<file path="src/rtl/alu_exec_unit.sv">
`default_nettype none
// ============================================================================
// Module   : alu_exec_unit
// Brief    : ALU execution stage with valid/ready in/out handshakes. ADD, SUB,
//            AND, OR and SLT complete in one cycle. Shifts (SLL/SRL/SRA) run
//            serially at one bit per cycle when ALU_SHIFT_EN is defined.
//            Otherwise the shift codes are flagged illegal and complete in one
//            cycle with a zero result.
// Config   : `define ALU_SHIFT_EN to build the serial shifter
// Revision : 1.0 - initial release
// ============================================================================
module alu_exec_unit #(
  parameter int WIDTH = 32
) (
  input  logic             clk,
  input  logic             rst_n,
  input  logic             in_valid,
  output logic             in_ready,
  input  logic [2:0]       operation,
  input  logic [WIDTH-1:0] src_a,
  input  logic [WIDTH-1:0] src_b,
  output logic             out_valid,
  input  logic             out_ready,
  output logic [WIDTH-1:0] result,
  output logic             zero,
  output logic             illegal,
  output logic             busy
);

  typedef enum logic [1:0] {
    S_IDLE  = 2'd0,
    S_SHIFT = 2'd1,
    S_DONE  = 2'd2
  } state_t;

  state_t           r_state;
  logic [WIDTH-1:0] r_result;
  logic             r_zero;
  logic             r_illegal;

  logic             w_accept;
  logic             w_lt;
  logic [WIDTH-1:0] w_alu_res;
  logic             w_alu_illegal;

`ifdef ALU_SHIFT_EN
  localparam int c_SHW = (WIDTH > 1) ? $clog2(WIDTH) : 1;

  logic [WIDTH-1:0] r_shreg;
  logic [c_SHW-1:0] r_cnt;
  logic             r_sh_right;
  logic             r_sh_arith;

  logic [c_SHW-1:0] w_shamt;
  logic             w_start_shift;
  logic [WIDTH-1:0] w_shift_next;

  assign w_shamt = src_b[c_SHW-1:0];
  // Only a shift with a non-zero amount needs the SHIFT state; amount 0 is a
  // plain pass-through of src_a handled by the single-cycle path.
  assign w_start_shift = operation[2] && (operation != 3'b101) && (w_shamt != '0);

  // One-bit step of the serial shifter; SRA replicates the sign bit
  always_comb begin
    w_shift_next = r_shreg;
    if (r_sh_right) begin
      w_shift_next = {r_sh_arith & r_shreg[WIDTH-1], r_shreg[WIDTH-1:1]};
    end else begin
      w_shift_next = {r_shreg[WIDTH-2:0], 1'b0};
    end
  end
`endif

  assign w_accept = in_valid && (r_state == S_IDLE);
  assign w_lt     = $signed(src_a) < $signed(src_b);

  // Single-cycle datapath result for the operation presented at accept
  always_comb begin
    w_alu_res     = '0;
    w_alu_illegal = 1'b0;
    case (operation)
      3'b000:  w_alu_res = src_a + src_b;
      3'b001:  w_alu_res = src_a - src_b;
      3'b010:  w_alu_res = src_a & src_b;
      3'b011:  w_alu_res = src_a | src_b;
      3'b101:  w_alu_res = {{(WIDTH-1){1'b0}}, w_lt};
      default: begin
`ifdef ALU_SHIFT_EN
        // Shift by zero: result is src_a unchanged
        w_alu_res     = src_a;
        w_alu_illegal = 1'b0;
`else
        w_alu_res     = '0;
        w_alu_illegal = 1'b1;
`endif
      end
    endcase
  end

  // Control FSM with registered result/zero/illegal
  always_ff @(posedge clk or negedge rst_n) begin
    if (!rst_n) begin
      r_state   <= S_IDLE;
      r_result  <= '0;
      r_zero    <= 1'b0;
      r_illegal <= 1'b0;
`ifdef ALU_SHIFT_EN
      r_shreg    <= '0;
      r_cnt      <= '0;
      r_sh_right <= 1'b0;
      r_sh_arith <= 1'b0;
`endif
    end else begin
      case (r_state)
        S_IDLE: begin
          if (w_accept) begin
`ifdef ALU_SHIFT_EN
            if (w_start_shift) begin
              r_shreg    <= src_a;
              r_cnt      <= w_shamt;
              r_sh_right <= operation[1];
              r_sh_arith <= operation[0];
              r_state    <= S_SHIFT;
            end else begin
`endif
              r_result  <= w_alu_res;
              r_zero    <= (w_alu_res == '0);
              r_illegal <= w_alu_illegal;
              r_state   <= S_DONE;
`ifdef ALU_SHIFT_EN
            end
`endif
          end
        end
`ifdef ALU_SHIFT_EN
        S_SHIFT: begin
          r_shreg <= w_shift_next;
          r_cnt   <= r_cnt - 1'b1;
          if (r_cnt == c_SHW'(1)) begin
            r_result  <= w_shift_next;
            r_zero    <= (w_shift_next == '0);
            r_illegal <= 1'b0;
            r_state   <= S_DONE;
          end
        end
`endif
        S_DONE: begin
          if (out_ready) begin
            r_state <= S_IDLE;
          end
        end
        default: r_state <= S_IDLE;
      endcase
    end
  end

  assign in_ready  = (r_state == S_IDLE);
  assign out_valid = (r_state == S_DONE);
  assign busy      = (r_state == S_SHIFT) || (r_state == S_DONE);
  assign result    = r_result;
  assign zero      = r_zero;
  assign illegal   = r_illegal;

endmodule
`default_nettype wire

</file>
<file path="config.mk">
export PLATFORM = sky130hd
export DESIGN_NAME = alu_exec_unit
export DESIGN_NICKNAME = d
export VERILOG_FILES = /design/src/rtl/alu_exec_unit.sv
export SDC_FILE = /design/constraint.sdc
export NUM_CORES = 1
export LEC_CHECK = 0
export BUFFER_PORTS_ARGS = -buffer_cell sky130_fd_sc_hd__buf_4
export CORE_ASPECT_RATIO = 1.1
export CORE_MARGIN = 1
export CORE_UTILIZATION = 60
export CTS_BUF_LIST = sky130_fd_sc_hd__clkbuf_2 sky130_fd_sc_hd__clkbuf_4 sky130_fd_sc_hd__clkbuf_8
export DETAILED_ROUTE_END_ITERATION = 10
export PLACE_DENSITY = 0.93
export RECOVER_POWER = 25
export SLEW_MARGIN = 20
export SYNTH_ARGS = -nofsm -noshare
export SYNTH_HDL_FRONTEND = slang
export SYNTH_SLANG_ARGS = --single-unit
</file>
<file path="constraint.sdc">
create_clock -name clk -period 2.7 [get_ports clk]
set_input_delay 0 -clock clk [delete_from_list [all_inputs] [get_ports clk]]
set_output_delay 0 -clock clk [all_outputs]
set_load 0.01 [all_outputs]
</file>
==> flow_summary.toml, run 1 <==
[status]
status = "aborted with a tool error"
haltStage = "5_1_grt"
firstError = "[ERROR GRT-0116] Global routing finished with congestion. Check the congestion regions in the DRC Viewer."

[floorplan]
io_pins = 108
die_x_um = 100
die_h_um = 110
initial_core_util_pct = 61.6
rows = 39

[synth]
yosysTopAreaCell = "ha_1"
ys_async_sr_fraction_pct = 100
synth-seq-area-share_pct = 13.7
synth_cells = 896
synth_edf_count = 0
syn_avg_cell_area_um2 = 7.14
netlist_area_mm2 = 0.00640
yosys_warnings = 0
ys_seq_elements = 35
synth_top_area_share_pct = 21.1
synthesis.nets = 1077
synth_ff_type = "dfrtp_1"
synth.top_cells.by_area = "ha_1 21%, dfrtp_1 14%, a21oi_1 6.9%"
yosys.cell_types.count = 80

[placement]
dp_hpwl_um = 20500
place_ws_ps = -775
gp_congestion = 1.14
port_buffers = 107

[clock_tree]
htree_levels = 2
cts_inserted_buffers = 5
clock_path_buffers = 2
clock_sinks = 35
cts_root_buf = "clkbuf_8"

[grt]
grt_usage_pct = 77.2
grt_overflow = 40
grt_max_degree = 36
grt_pass1_wl_um = 63300
grt_pass1_vias = 10900
==> kinds of logic after synthesis <==
| logic type | after synthesis | share of synthesized area [%] |
|---|---|---|
| adder cells (fa/ha/maj) | 110 | 21.7 |
| AO/OA/AOI/OAI | 297 | 31.1 |
| XOR/XNOR | 24 | 3.28 |
| buffers and inverters | 146 | 8.95 |
| multiplexers | 5 | 0.997 |
| flip-flops | 35 | 13.7 |
| AND/OR/NAND/NOR | 279 | 20.3 |
==> what timing repair did <==
item / 4_1_cts
resized for setup: 45
hold buffers: 2
pin swaps: 20
endpoints found under the setup margin: 10
endpoints found under the hold margin: 36
setup buffers: 5
==> metrics by stage <==
step	area, um^2	std cells
CTS	9260	1330
detailed placement	8870	1316
global placement	8870	1316
floorplan	6430	896
==> layer usage <==
layer,overflow,global-route usage (%)
met1,2,74.4
met2,12,91.8
met3,3,67.2
met4,23,78.0
met5,0,39.4
==> synthesized netlist by cell type, types with 3 or more instances <==
| cell | instances |
|---|---|
| a2111oi_0 | 4 |
| dfrtp_1 | 35 |
| clkbuf_1 | 30 |
| o21ai_1 | 3 |
| nor3_1 | 22 |
| o21bai_1 | 8 |
| a221oi_1 | 8 |
| xnor2_1 | 22 |
| o31ai_1 | 9 |
| inv_1 | 96 |
| o311a_1 | 3 |
| o22ai_1 | 4 |
| a31oi_1 | 9 |
| a31o_2 | 4 |
| nand2_1 | 108 |
| o21a_1 | 4 |
| buf_1 | 6 |
| a22oi_1 | 6 |
| o41a_1 | 3 |
| o221ai_1 | 7 |
| ha_1 | 108 |
| a21o_1 | 8 |
| o311ai_0 | 4 |
| and3_1 | 5 |
| o21ai_0 | 62 |
| o211ai_1 | 15 |
| a211oi_1 | 13 |
| mux2i_1 | 3 |
| nor2_1 | 65 |
| nand2b_1 | 7 |
| nor4_1 | 8 |
| nand4_1 | 16 |
| nor2b_1 | 9 |
| buf_2 | 11 |
| nand3_1 | 19 |
| a21oi_1 | 88 |
| a221oi_2 | 3 |
==> run 2, diff against run 1 <==
- CORE_ASPECT_RATIO: 1.1 -> unset
- CORE_UTILIZATION: 60 -> 40
- CTS_BUF_LIST: sky130_fd_sc_hd__clkbuf_2 sky130_fd_sc_hd__clkbuf_4 sky130_fd_sc_hd__clkbuf_8 -> unset
- PLACE_DENSITY: 0.93 -> unset
- PLACE_DENSITY_LB_ADDON: unset -> 0.15
==> flow_summary.toml, run 2 <==
[status]
status = "finished with violations"
violations = "capacitance limit, slew limit, setup timing"

[floorplan]
io_pins = 108
die_h_um = 129
coreArea_mm2 = 0.0154
die-area_mm2 = 0.0165
initial_core_util_pct = 41.5
rows = 45
die_x_um = 129

[job]
drv_cap = 1

[power_and_ir_drop]
finalPower_mw = 3.55
ir_drop_v = 0.000313
p_leak_nw = 4.95
powerDensity_mw_per_mm2 = 355

[placement]
dp_cells = 1425
port_buffers = 107
gp_congestion = 0.960
dp_hpwl_um = 19300

[worst_setup_path]
slowest_delay_ps = 540
startpoint_type = "primary input"
slowest_stage = "or4_4"
rr_worst_depth = 11
worst_ep_required_time_ps = 2890
cp_max_fo = 3
cp.arrival_ps = 3190
cp.depth = 16
path_delay_family = "compound AO/OA/AOI/OAI gates"
path_buf_inv = 4
critPathKind = "primary input to flip-flop"
endpoint_kind = "flip-flop"
path_cells = "buf_8 > inv_6 > ha_4 > o21ba_4 > or4_4 > buf_6 > a21oi_4 > o21bai_4 > a2111oi_4 > buf_4 > o41a_1 > o221ai_2 > xnor2_1 > a221oi_2 > nand4_1 > a22oi_1"

[timing]
fin_crit_ps = 3000
fin_skew_ps = 4.80
setup_ws_ps = -300
rsz0062_at_grt = "true"
setup_viol = 4
final_max_slew_viol_count = 36
hold_violations = 0
worst_pin_slew_ps = 1810
fmax_mhz = 333
slew_headroom_pct = -20.4
period_share_pct = 111

[routing]
avgRoutedWirePerCell_um = 16.3
dr.pass1.iters = 7
drt-initial-drc-count = 703
avgViaCountPerCell = 5.45
wl_um = 23600
vias = 7903
ant_nets = 0
drc_errors = 0

[hold_path]
hold_class = "primary input to flip-flop"
holdPathStages = 3

[synth]
yosys.cell_types.count = 80
synth.top_cells.by_area = "ha_1 21%, dfrtp_1 14%, a21oi_1 6.9%"
synth-seq-area-share_pct = 13.7
netlist_area_mm2 = 0.00640
synth_common_cells = "108 x ha_1, 108 x nand2_1, 96 x inv_1"
yosysTopAreaCell = "ha_1"
synthMuxAreaShare_pct = 0.997
yosys.area_share.simple_pct = 20.3
yosys_warnings = 0
syn_avg_cell_area_um2 = 7.14
synth_top_family_by_area = "compound AO/OA/AOI/OAI gates"
synth_cells = 896
synth_top_area_share_pct = 21.1
synth_edf_count = 0
ys_seq_elements = 35
ys_async_sr_fraction_pct = 100
synth_xor_area_share_pct = 3.28
synth_ff_type = "dfrtp_1"
synthAdderAreaFrac_pct = 21.7
synthesis.nets = 1077
synth-compound-area-share_pct = 31.1

[clock_tree]
clock_path_buffers = 2
clock_sinks = 35
worstSkewPairLatency_ps = 270
cts_root_buf = "clkbuf_16"
htree_levels = 2
cts_inserted_buffers = 5
clk_pin_slew_ps = 50
cts_tree = "done"

[cells_and_area]
area_growth_pct = 56.5
final_cell_mix = "374 x buf_4, 108 x nand2_1, 97 x ha_1"
diodes = 0
fin_nets = 1420
layout_commonest_cell = "buf_4"
drive_gt1_share_pct = 38.3
layoutNonFillerInstCount = 1450
final_util_pct = 64.9
largest_register_ffs = 32

[grt]
grt_max_degree = 36
grt_pass1_wl_um = 37100
grt_overflow = 0
grt_pass1_vias = 7322
antenna_found_initial = 0
grt_usage_pct = 28.2
[run 2: cell counts after synthesis]
No cell type changed its count.
[run 2: worst reg2reg max path, stage by stage (launching register included)]
cell and delay (ps):
dfrtp_1 400, nor2b_1 230, nand4_1 150, a211oi_1 240
o2111ai_1 170, a2111oi_2 330, buf_4 160, nand4_1 90
nor4_1 190, buf_4 170, nand4_1 80, a22oi_1 180
[run 2: layer usage]
layer	track usage [%]	wire length [um]	up-vias	share of wire, %
met1	41.0	11100	3663	47
met2	45.9	10500	338	44
li1	-	-	3876	-
met3	2.08	1730	26	7.3
met4	4.57	300	0	1.3
met5	0	0	-	0
[run 2: power breakdown]
part	switching (mW)	internal, mW
Combinational	1.12	1.10
Sequential	0.0693	0.632
Clock	0.202	0.429
[run 2: final cells by class]
type                       instances  area, um^2
inverter                          97         374
timing repair buffer             385        2940
sequential                        35         876
clock inverter                     2        37.5
fill                            1476        5410
tap                              211         264
multi-input combinational        715        5410
clock buffer                       5         125
[run 2: stage by stage]
stage	area [um^2]	setup WS, ps	hold WS (ps)	TNS, ps
floorplan	6430	5.98	-296	0
global placement	9260	-788	-26.3	-4750
detailed placement	9260	-762	-23.8	-5240
CTS	9680	-253	86.6	-320
global route	10000	-397	91.9	-1290
finish	10000	-300	83.8	-803
[run 2: final timing paths]
| check | end | slack (ps) | start |
|---|---|---|---|
| max in group asynchronous | result[18]$_DFFE_PN0P_ | 890 | rst_n |
| min in group asynchronous | result[22]$_DFFE_PN0P_ | 770 | rst_n |
| setup reg to reg | zero$_DFFE_PN0P_ | 240 | r_state[1]$_DFFE_PN0P_ |
| hold / removal | illegal$_DFFE_PN0P_ | 80 | operation[2] |
| setup / recovery | zero$_DFFE_PN0P_ | -300 | src_b[1] |
| hold reg to reg | result[28]$_DFFE_PN0P_ | 480 | result[28]$_DFFE_PN0P_ |
[run 2: repair_timing]
action | in CTS | in global routing
hold buffers | 2 | 0
resized for setup | 40 | 56
setup endpoints to repair | 9 | 11
hold endpoints to repair | 36 | 0
buffers inserted | 4 | 13
pin swaps | 17 | 46
[run 2: cells by family (layout without fill, tap and decap cells)]
logic type | count (synthesis) | after routing
AO/OA/AOI/OAI | 297 | 297
XOR/XNOR | 24 | 24
adder cells (fa/ha/maj) | 110 | 110
buffers and inverters | 146 | 489
flip-flops | 35 | 35
multiplexers | 5 | 5
AND/OR/NAND/NOR | 279 | 279
(Power assumes the default switching activity.)
